## src/rtl/mc_pkg.sv

```systemverilog
// mc_pkg: shared constants and types for the multicycle MIPS control unit.
//   - opcode / funct field values decoded by the FSM and the ALU decoder
//   - ALU select codes, ALUOp codes, ALU B-source and PC-source encodings
//   - state_t: FSM state encoding 0..12 (BNEEX = 12 exists only for MC_BNE_EN)
//   - ctrl_t + state_ctrl(): Moore control word produced by each state
// Optional feature macro: MC_BNE_EN (adds the bne instruction via BNEEX).
package mc_pkg;

  localparam int OP_W = 6;

  // Opcodes (IR[31:26])
  localparam logic [OP_W-1:0] OP_RTYPE = 6'b000000;
  localparam logic [OP_W-1:0] OP_J     = 6'b000010;
  localparam logic [OP_W-1:0] OP_BEQ   = 6'b000100;
  localparam logic [OP_W-1:0] OP_BNE   = 6'b000101;
  localparam logic [OP_W-1:0] OP_ADDI  = 6'b001000;
  localparam logic [OP_W-1:0] OP_LW    = 6'b100011;
  localparam logic [OP_W-1:0] OP_SW    = 6'b101011;

  // R-type funct codes (IR[5:0])
  localparam logic [OP_W-1:0] FN_ADD = 6'b100000;
  localparam logic [OP_W-1:0] FN_SUB = 6'b100010;
  localparam logic [OP_W-1:0] FN_AND = 6'b100100;
  localparam logic [OP_W-1:0] FN_OR  = 6'b100101;
  localparam logic [OP_W-1:0] FN_SLT = 6'b101010;

  // ALU select
  localparam logic [2:0] ALU_AND = 3'b000;
  localparam logic [2:0] ALU_OR  = 3'b001;
  localparam logic [2:0] ALU_ADD = 3'b010;
  localparam logic [2:0] ALU_SUB = 3'b110;
  localparam logic [2:0] ALU_SLT = 3'b111;

  // ALUOp from the FSM to the ALU decoder
  localparam logic [1:0] ALUOP_ADD   = 2'b00;
  localparam logic [1:0] ALUOP_SUB   = 2'b01;
  localparam logic [1:0] ALUOP_FUNCT = 2'b10;

  // ALU B source
  localparam logic [1:0] SRCB_REG    = 2'b00;
  localparam logic [1:0] SRCB_FOUR   = 2'b01;
  localparam logic [1:0] SRCB_IMM    = 2'b10;
  localparam logic [1:0] SRCB_IMM_SH = 2'b11;

  // PC source
  localparam logic [1:0] PC_ALU    = 2'b00;
  localparam logic [1:0] PC_ALUOUT = 2'b01;
  localparam logic [1:0] PC_JUMP   = 2'b10;

  typedef enum logic [3:0] {
    S_FETCH   = 4'd0,
    S_DECODE  = 4'd1,
    S_MEMADR  = 4'd2,
    S_MEMRD   = 4'd3,
    S_MEMWB   = 4'd4,
    S_MEMWR   = 4'd5,
    S_RTYPEEX = 4'd6,
    S_RTYPEWB = 4'd7,
    S_BEQEX   = 4'd8,
    S_ADDIEX  = 4'd9,
    S_ADDIWB  = 4'd10,
    S_JEX     = 4'd11,
    S_BNEEX   = 4'd12
  } state_t;

  typedef struct packed {
    logic       iord;
    logic       memwrite;
    logic       irwrite;
    logic       regdst;
    logic       memtoreg;
    logic       regwrite;
    logic       alusrca;
    logic [1:0] alusrcb;
    logic [1:0] pcsrc;
    logic       pcwrite;
    logic       branch;
    logic       bne;      // branch taken on ~zero instead of zero
    logic [1:0] aluop;
  } ctrl_t;

  // Control word for a state; everything not listed stays 0.
  function automatic ctrl_t state_ctrl(state_t s);
    ctrl_t c;
    c = '0;
    case (s)
      S_FETCH: begin
        c.irwrite = 1'b1;
        c.alusrcb = SRCB_FOUR;
        c.pcsrc   = PC_ALU;
        c.pcwrite = 1'b1;
        c.aluop   = ALUOP_ADD;
      end
      S_DECODE: begin
        c.alusrcb = SRCB_IMM_SH;  // branch target precomputed into ALUOut
        c.aluop   = ALUOP_ADD;
      end
      S_MEMADR, S_ADDIEX: begin
        c.alusrca = 1'b1;
        c.alusrcb = SRCB_IMM;
        c.aluop   = ALUOP_ADD;
      end
      S_MEMRD: c.iord = 1'b1;
      S_MEMWR: begin
        c.iord     = 1'b1;
        c.memwrite = 1'b1;
      end
      S_MEMWB: begin
        c.regwrite = 1'b1;
        c.memtoreg = 1'b1;
      end
      S_RTYPEEX: begin
        c.alusrca = 1'b1;
        c.alusrcb = SRCB_REG;
        c.aluop   = ALUOP_FUNCT;
      end
      S_RTYPEWB: begin
        c.regdst   = 1'b1;
        c.regwrite = 1'b1;
      end
      S_ADDIWB: c.regwrite = 1'b1;
      S_BEQEX: begin
        c.alusrca = 1'b1;
        c.aluop   = ALUOP_SUB;
        c.pcsrc   = PC_ALUOUT;
        c.branch  = 1'b1;
      end
`ifdef MC_BNE_EN
      S_BNEEX: begin
        c.alusrca = 1'b1;
        c.aluop   = ALUOP_SUB;
        c.pcsrc   = PC_ALUOUT;
        c.branch  = 1'b1;
        c.bne     = 1'b1;
      end
`endif
      S_JEX: begin
        c.pcsrc   = PC_JUMP;
        c.pcwrite = 1'b1;
      end
      default: c = '0;
    endcase
    return c;
  endfunction

endpackage

```

## src/rtl/mc_control_alu_decoder.sv

```systemverilog
// alu_decoder: combinational mapping of ALUOp and funct to the ALU select.
//   aluop      in  2  00 add, 01 sub, 10 decode funct
//   funct      in  6  IR[5:0]
//   alucontrol out 3  ALU select
// Unknown funct (and the unused ALUOp 11) fall back to ADD.
module alu_decoder
  import mc_pkg::*;
(
  input  logic [1:0]      aluop,
  input  logic [OP_W-1:0] funct,
  output logic [2:0]      alucontrol
);

  always_comb begin
    alucontrol = ALU_ADD;
    case (aluop)
      ALUOP_ADD: alucontrol = ALU_ADD;
      ALUOP_SUB: alucontrol = ALU_SUB;
      ALUOP_FUNCT: begin
        case (funct)
          FN_ADD:  alucontrol = ALU_ADD;
          FN_SUB:  alucontrol = ALU_SUB;
          FN_AND:  alucontrol = ALU_AND;
          FN_OR:   alucontrol = ALU_OR;
          FN_SLT:  alucontrol = ALU_SLT;
          default: alucontrol = ALU_ADD;
        endcase
      end
      default: alucontrol = ALU_ADD;
    endcase
  end

endmodule

```

## src/rtl/mc_control.sv

```systemverilog
// mc_control: Moore control FSM for the Lab10 multicycle MIPS datapath.
// Ports:
//   clk, reset (sync, active-high -> FETCH)
//   op, funct  : IR[31:26], IR[5:0]
//   zero       : ALU zero flag, used combinationally for pcen
//   iord, memwrite, irwrite, regdst, memtoreg, regwrite, alusrca,
//   alusrcb[1:0], pcsrc[1:0] : registered Moore controls
//   pcen       : pcwrite | (branch & zero)  (inverted zero in BNEEX)
//   alucontrol : from alu_decoder; follows funct live while in RTYPEEX
//   state_o    : current state encoding (debug)
// Optional feature macro: MC_BNE_EN adds bne (op 000101) via state BNEEX.
// The control word is computed from the next state and registered alongside
// it, so every output flop always equals state_ctrl(state_q).
module mc_control
  import mc_pkg::*;
#(
  parameter int OPW = 6
) (
  input  logic           clk,
  input  logic           reset,
  input  logic [OPW-1:0] op,
  input  logic [OPW-1:0] funct,
  input  logic           zero,
  output logic           iord,
  output logic           memwrite,
  output logic           irwrite,
  output logic           regdst,
  output logic           memtoreg,
  output logic           regwrite,
  output logic           alusrca,
  output logic [1:0]     alusrcb,
  output logic [1:0]     pcsrc,
  output logic           pcen,
  output logic [2:0]     alucontrol,
  output logic [3:0]     state_o
);

  state_t state_q, state_d;
  ctrl_t  ctrl_q, ctrl_d;

  always_comb begin
    state_d = state_q;
    case (state_q)
      S_FETCH: state_d = S_DECODE;
      S_DECODE: begin
        case (op)
          OP_LW, OP_SW: state_d = S_MEMADR;
          OP_RTYPE:     state_d = S_RTYPEEX;
          OP_BEQ:       state_d = S_BEQEX;
          OP_ADDI:      state_d = S_ADDIEX;
          OP_J:         state_d = S_JEX;
`ifdef MC_BNE_EN
          OP_BNE:       state_d = S_BNEEX;
`endif
          default:      state_d = S_FETCH;  // illegal op: NOP
        endcase
      end
      S_MEMADR:  state_d = (op == OP_LW) ? S_MEMRD : S_MEMWR;
      S_MEMRD:   state_d = S_MEMWB;
      S_RTYPEEX: state_d = S_RTYPEWB;
      S_ADDIEX:  state_d = S_ADDIWB;
      // MEMWB, MEMWR, RTYPEWB, BEQEX, BNEEX, ADDIWB, JEX and any unused
      // encoding all return to FETCH.
      default:   state_d = S_FETCH;
    endcase
    ctrl_d = state_ctrl(state_d);
  end

  always_ff @(posedge clk) begin
    if (reset) begin
      state_q <= S_FETCH;
      ctrl_q  <= state_ctrl(S_FETCH);
    end else begin
      state_q <= state_d;
      ctrl_q  <= ctrl_d;
    end
  end

  alu_decoder u_alu_decoder (
    .aluop      (ctrl_q.aluop),
    .funct      (funct),
    .alucontrol (alucontrol)
  );

  assign iord     = ctrl_q.iord;
  assign memwrite = ctrl_q.memwrite;
  assign irwrite  = ctrl_q.irwrite;
  assign regdst   = ctrl_q.regdst;
  assign memtoreg = ctrl_q.memtoreg;
  assign regwrite = ctrl_q.regwrite;
  assign alusrca  = ctrl_q.alusrca;
  assign alusrcb  = ctrl_q.alusrcb;
  assign pcsrc    = ctrl_q.pcsrc;
  // bne flips the sense of zero; it is 0 for every other state.
  assign pcen     = ctrl_q.pcwrite | (ctrl_q.branch & (zero ^ ctrl_q.bne));
  assign state_o  = state_q;

endmodule

```

## config.mk

```make
export PLATFORM = sky130hd
export DESIGN_NAME = mc_control
export DESIGN_NICKNAME = d
export VERILOG_FILES = /design/src/rtl/mc_pkg.sv /design/src/rtl/mc_control_alu_decoder.sv /design/src/rtl/mc_control.sv
export SDC_FILE = /design/constraint.sdc
export NUM_CORES = 1
export LEC_CHECK = 0
export CAP_MARGIN = 5
export CORE_MARGIN = 3
export CORE_UTILIZATION = 32
export CTS_CLUSTER_DIAMETER = 80
export DETAILED_ROUTE_END_ITERATION = 8
export MAX_ROUTING_LAYER = met4
export SYNTH_ARGS = -nofsm -noshare
export SYNTH_HDL_FRONTEND = slang
export SYNTH_SLANG_ARGS = --single-unit
```

## constraint.sdc

```tcl
create_clock -name clk -period 1.9 [get_ports clk]
set_input_delay 0.38 -clock clk [delete_from_list [all_inputs] [get_ports clk]]
set_output_delay 0.38 -clock clk [all_outputs]
set_load 0.02 [all_outputs]
```

* Word-level counts from Yosys, hierarchy flattened *
Index checks and enable logic that the tools add are counted.

operators by class
  multiplexer cells = 17
  reductions and logical operators = 9
  bitwise operators = 3
  equality and inequality tests = 27

operator list
  cell                number
  $eq 6x6->1 const B  6
  $pmux 4 s6          1
  $eq 4x3->1 const B  5
  $eq 4x4->1 const B  5
  $pmux 4 s5          1
  $eq 4x2->1 const B  4
  $pmux 3 s4          1
  $mux 1              9
  $eq 4x1->1 const B  2
  $logic_not 4->1     2
  $pmux 2 s2          2
  $reduce_or 2->1     4
  $eq 6x2->1 const B  1
  $eq 6x3->1 const B  1
  $eq 6x4->1 const B  1
  $logic_not 6->1     1
  $pmux 2 s3          1
  $pmux 3 s2          1
  $reduce_or 4->1     1
  $mux 3              1
  $reduce_or 3->1     1
  $eq 2x1->1 const B  1
  $eq 2x2->1 const B  1
  $and 1x1->1         1
  other kinds (2)     2

word-level totals
  output and inout bits = 19
  register bits = 20
  input bits = 15

* Longest topological paths before layout *
  depth in word-level cells = 7
  mapped depth = 7

* Cells and area by module *
A second synthesis with hierarchy kept.

second synthesis, totals
  cell total of the unflattened synthesis = 101
  area, all modules = 922.1 sq um

modules (own cells, without submodules)
  module       area each (sq um)  times used  cells each
  mc_control   803.3              1           86
  alu_decoder  118.9              1           15

* Least setup slack after synthesis *
OpenSTA, ideal clock, no wires.

  kind = register to register
  from = reg state_q[0] (netlist: state_o[0])
  to = reg ctrl_q[4] (netlist bit)
  required time = 1.781 ns
  path buffers = 1
  data arrival time = 1.663 ns
  setup time = 0.119 ns
  cell stages (with the launch flop) = 7
  setup slack = 0.118 ns
  clock period less this slack = 1.782 ns
  cell sequence = dfxtp_1 -> buf_4 -> or3b_1 -> o31ai_1 -> a211oi_1 -> a21o_1 -> o21bai_1

on the way
  cells in the longest elaborated chain, start to end = 5
  elaborated cells between the ends (all ways) = 11
  classes of those cells = 6 x eq/ne; 2 x mux; 3 x reduce/logical

ends and longest elaborated chain
  element                                               line              source
  from (decl)                                           mc_control.sv:38  state_t state_q, state_d;
  from (signal assigned)                                mc_control.sv:74  state_q <= state_d;
  $eq 4x4->1, or another cell as far along              mc_control.sv:43  case (state_q)
  $pmux 4 s6 *                                          mc_control.sv:43
  $eq 4x4->1 / $logic_not 4->1 (equally long branches)  mc_pkg.sv:86      case (s)
  $reduce_or 2->1 (no line) *                           n/a
  $mux 1 *                                              mc_pkg.sv:86
  to (signal assigned)                                  mc_control.sv:72  ctrl_q <= state_ctrl(S_FETCH);
  to (signal assigned)                                  mc_control.sv:75  ctrl_q <= ctrl_d;
  to (decl)                                             mc_control.sv:39  ctrl_t ctrl_q, ctrl_d;

Every way passes the cells marked *; elsewhere a longest branch is shown, timed or not.
A chain may end at the register's enable or synchronous reset.

* Worst setup path in the final report *
  from = in op[0]
  to = reg ctrl_q, in the netlist pcsrc[0]

on the way
  cells in the longest elaborated chain, start to end = 6
  elaborated cells between the ends (all ways) = 13
  classes of those cells = 7 x eq/ne; 4 x mux; 2 x reduce/logical

ends and longest elaborated chain
  element                               line                                source
  from (decl)                           mc_control.sv:21                    input logic [OPW-1:0] op,
  $eq 6x6->1, on equally long branches  mc_control.sv:46, mc_control.sv:58
  $reduce_or 2->1                       mc_control.sv:46                    case (op)
  $pmux 4 s5                            mc_control.sv:46
  $pmux 4 s6 *                          mc_control.sv:43
  $eq 4x4->1                            mc_pkg.sv:86
  $pmux 2 s2 *                          mc_pkg.sv:86

Marks and branches as above.

==> flow_summary.ini <==
[run_status]
status = finished, final reports clean

[placement]
dpl_worst_slack_ns = -0.618
routabilityCongestion = 0.825
placed_cell_area_um2 = 1430
dp_hpwl_um = 2010
placed_cells = 188
numPortBuffers = 33

[yosys]
synth.most_common_cell = dfxtp_1
synth.distinct_cells = 45
synth_compound_area_frac = 0.190
synth_top_area_share = 0.361
synth_top_family_by_area = simple AND/OR/NAND/NOR gates
synth-seq-area-share = 0.361
ys_async_sr_fraction = 0
syn_inst = 109
synth_edf_count = 0
yosys_warnings = 0
synthAdderAreaFrac = 0.0371
netlist_area_um2 = 943
synth_area_leaders = dfxtp_1, nor3_1, buf_4
yosys_most_used_dff = dfxtp_1
synthXorXnorAreaFrac = 0.0186
yosys.area_share.simple = 0.292
synth.largest_area_cell = dfxtp_1
synth_mux_area_frac = 0
synth.net_count = 126
ys_ff_latch = 17
synthTopCellsByCount = dfxtp_1, nor2_1, nor3_1
avgSynthCellArea_um2 = 8.66

[sta]
fin_skew_ns = 0.00472
relSlewSlack = 0.759
fin_worst_hold_slack_ns = 0.669
rsz0062_at_grt = true
fin_crit_ns = 1.86
hold_viol_final = 0
maxSlewViolCount = 0
tightestPinTransition_ns = 0.361
max_freq_ghz = 0.536
setup_viol = 0
tns_ns = 0
post-route-period-util = 0.981
setup_slack_ns = 0.0353

[grt]
grt_pass1_vias = 989
grt_max_degree = 16
antenna_found_initial = 0
grt_overflow_total = 0
grt_pass1_wl_um = 4220
grt_use_total = 0.154

[min_path]
hold_end = ctrl_q[4]
worstHoldStart = state_o[1]
whs_path_depth = 3
hp-class = register to register

[finish]
nNetsFinal = 179
nFillCells = 251
stdcell_count = 192
multi_input_area_um2 = 632
syn2layout_area_growth_pct = 66.8
finish.utilization = 0.566
n_antenna_cell = 0
drive_gt1_frac = 0.342
regArea_um2 = 343
fin_area_um2 = 1570

[worst_setup_path]
cp_common_cell = nand2_1
crit_type = input port to register
r2r_end = iord
rr_startpoint = state_o[0]
cpMaxStageDelayCell = clkdlybuf4s50_1
worst_setup_path_end_kind = register
crit_arrival_ns = 2.05
reg2reg_slack_ns = 0.15
path_buf_inv = 2
r2r_cells = 5
required_ns = 2.09
crit_path_max_incr_delay_ns = 0.47
path_delay_family = simple AND/OR/NAND/NOR gates
cp_cell_sequence = clkdlybuf4s50_1, or3_4, o41ai_4, buf_4, nand2_1, nand2_1, nor3_1
crit_fanout = 5
worstSetupStartpointType = input port

[clock_network]
clock-sinks = 17
h-tree-depth = 1
cts_buffer_depth = 2
clockRootBuffer = clkbuf_4
cts_tree = yes
clock_latency_ns = 0.29
hold_buffers = 0
clkSlewWorstSetupHoldPaths_ns = 0.09
cts_buffers = 3

[job]
cap_violations = 0

[detailed_routing]
drc_errors = 0
drtIter0Drc = 20
dr.pass1.iters = 4
post_drt_via_cell_ratio = 5.21
vias = 1001
avgRoutedWirePerCell_um = 14.0
finalWirelength_um = 2690
ant_nets = 0

[power]
p_total_mw = 0.745
p_leak_nw = 0.633
powerDensity_nw_per_um2 = 473
peakVddDrop_mv = 0.410

[floorplan]
fp.dieW_um = 60.3
core_area_um2 = 2780
io_pins = 34
start_util = 0.339
rows = 19
die_h_um = 60.3
die_area_um2 = 3640
state kept, by name, indices dropped and copies added (netlist names), 2 cells and up:
name,flops
alusrcb,2
ctrl_q,2
pcsrc,2
state_o,4
worst max path at each step:
| stage | endpoint | slack (ns) | depth (start not counted) | startpoint |
|---|---|---|---|---|
| final | pcsrc[0] | 0.04 | 7 | op[0] |
| after global routing | pcsrc[0] | -0.04 | 8 | op[1] |
| after CTS | iord | 0.001 | 7 | op[3] |
| after detailed placement | alucontrol[1] | -0.62 | 6 | funct[0] |
| after global placement | alucontrol[1] | -0.53 | 6 | funct[0] |
| after floorplan | ctrl_q[4] | 0.12 | 6 | state_o[0] |
layout make-up:
class	count	share of cell area
inverter	6	0.0143
clock buffer	4	0.0167
sequential	17	0.218
multi-input combinational	75	0.401
timing repair buffer	59	0.325
tap	31	0.0246
layout by cell type, fill, tap and decap left out, types with 2 or more instances in the layout:
cell type / n
a21o_1: 2
a21oi_1: 3
a31oi_1: 3
buf_4: 28
clkbuf_4: 3
clkdlybuf4s50_1: 22
dfxtp_1: 15
dfxtp_2: 2
dlygate4sd2_1: 8
inv_1: 5
nand2_1: 4
nand2b_4: 2
nor2_1: 11
nor3_1: 7
nor3_2: 3
nor3b_1: 2
o211ai_1: 2
o21ai_0: 3
power breakdown:
part           switching, mW  leakage, nW  internal, mW
clock network          0.108       0.0150        0.0817
registers            0.00772        0.139         0.366
logic                 0.0879        0.478        0.0930
total                  0.204        0.633         0.541
cells by family (layout without fill, tap and decap cells):
group,after synthesis,in the layout
AOI/OAI and AO/OA,24,24
buffers and inverters,17,69
and+or+nand+nor,46,46
adders and majority gates,3,3
DFF,17,17
xor gates and xnor gates,2,2
tightest hold or removal path, cell delays in order (launching register included):
cell,delay (ns)
dfxtp_2,0.43
nor3_1,0.09
nand2_1,0.06
o21bai_1,0.06
metal layers:
metal / GRT usage / vias up / share of wire
li1: - / 494 / -
met1: 0.169 / 480 / 0.39
met2: 0.282 / 27 / 0.55
met3: 0.0475 / 0 / 0.059
met4: 0.0127 / 0 / 0
met5: - / - / 0
repair_timing:
action	4_1_cts	5_1_grt
setup endpoints to repair	9	15
endpoints found under the hold margin	0	0
pin swaps	3	3
setup buffers	1	0
gates resized for setup	31	16
Power figures use the tool's default switching activity.
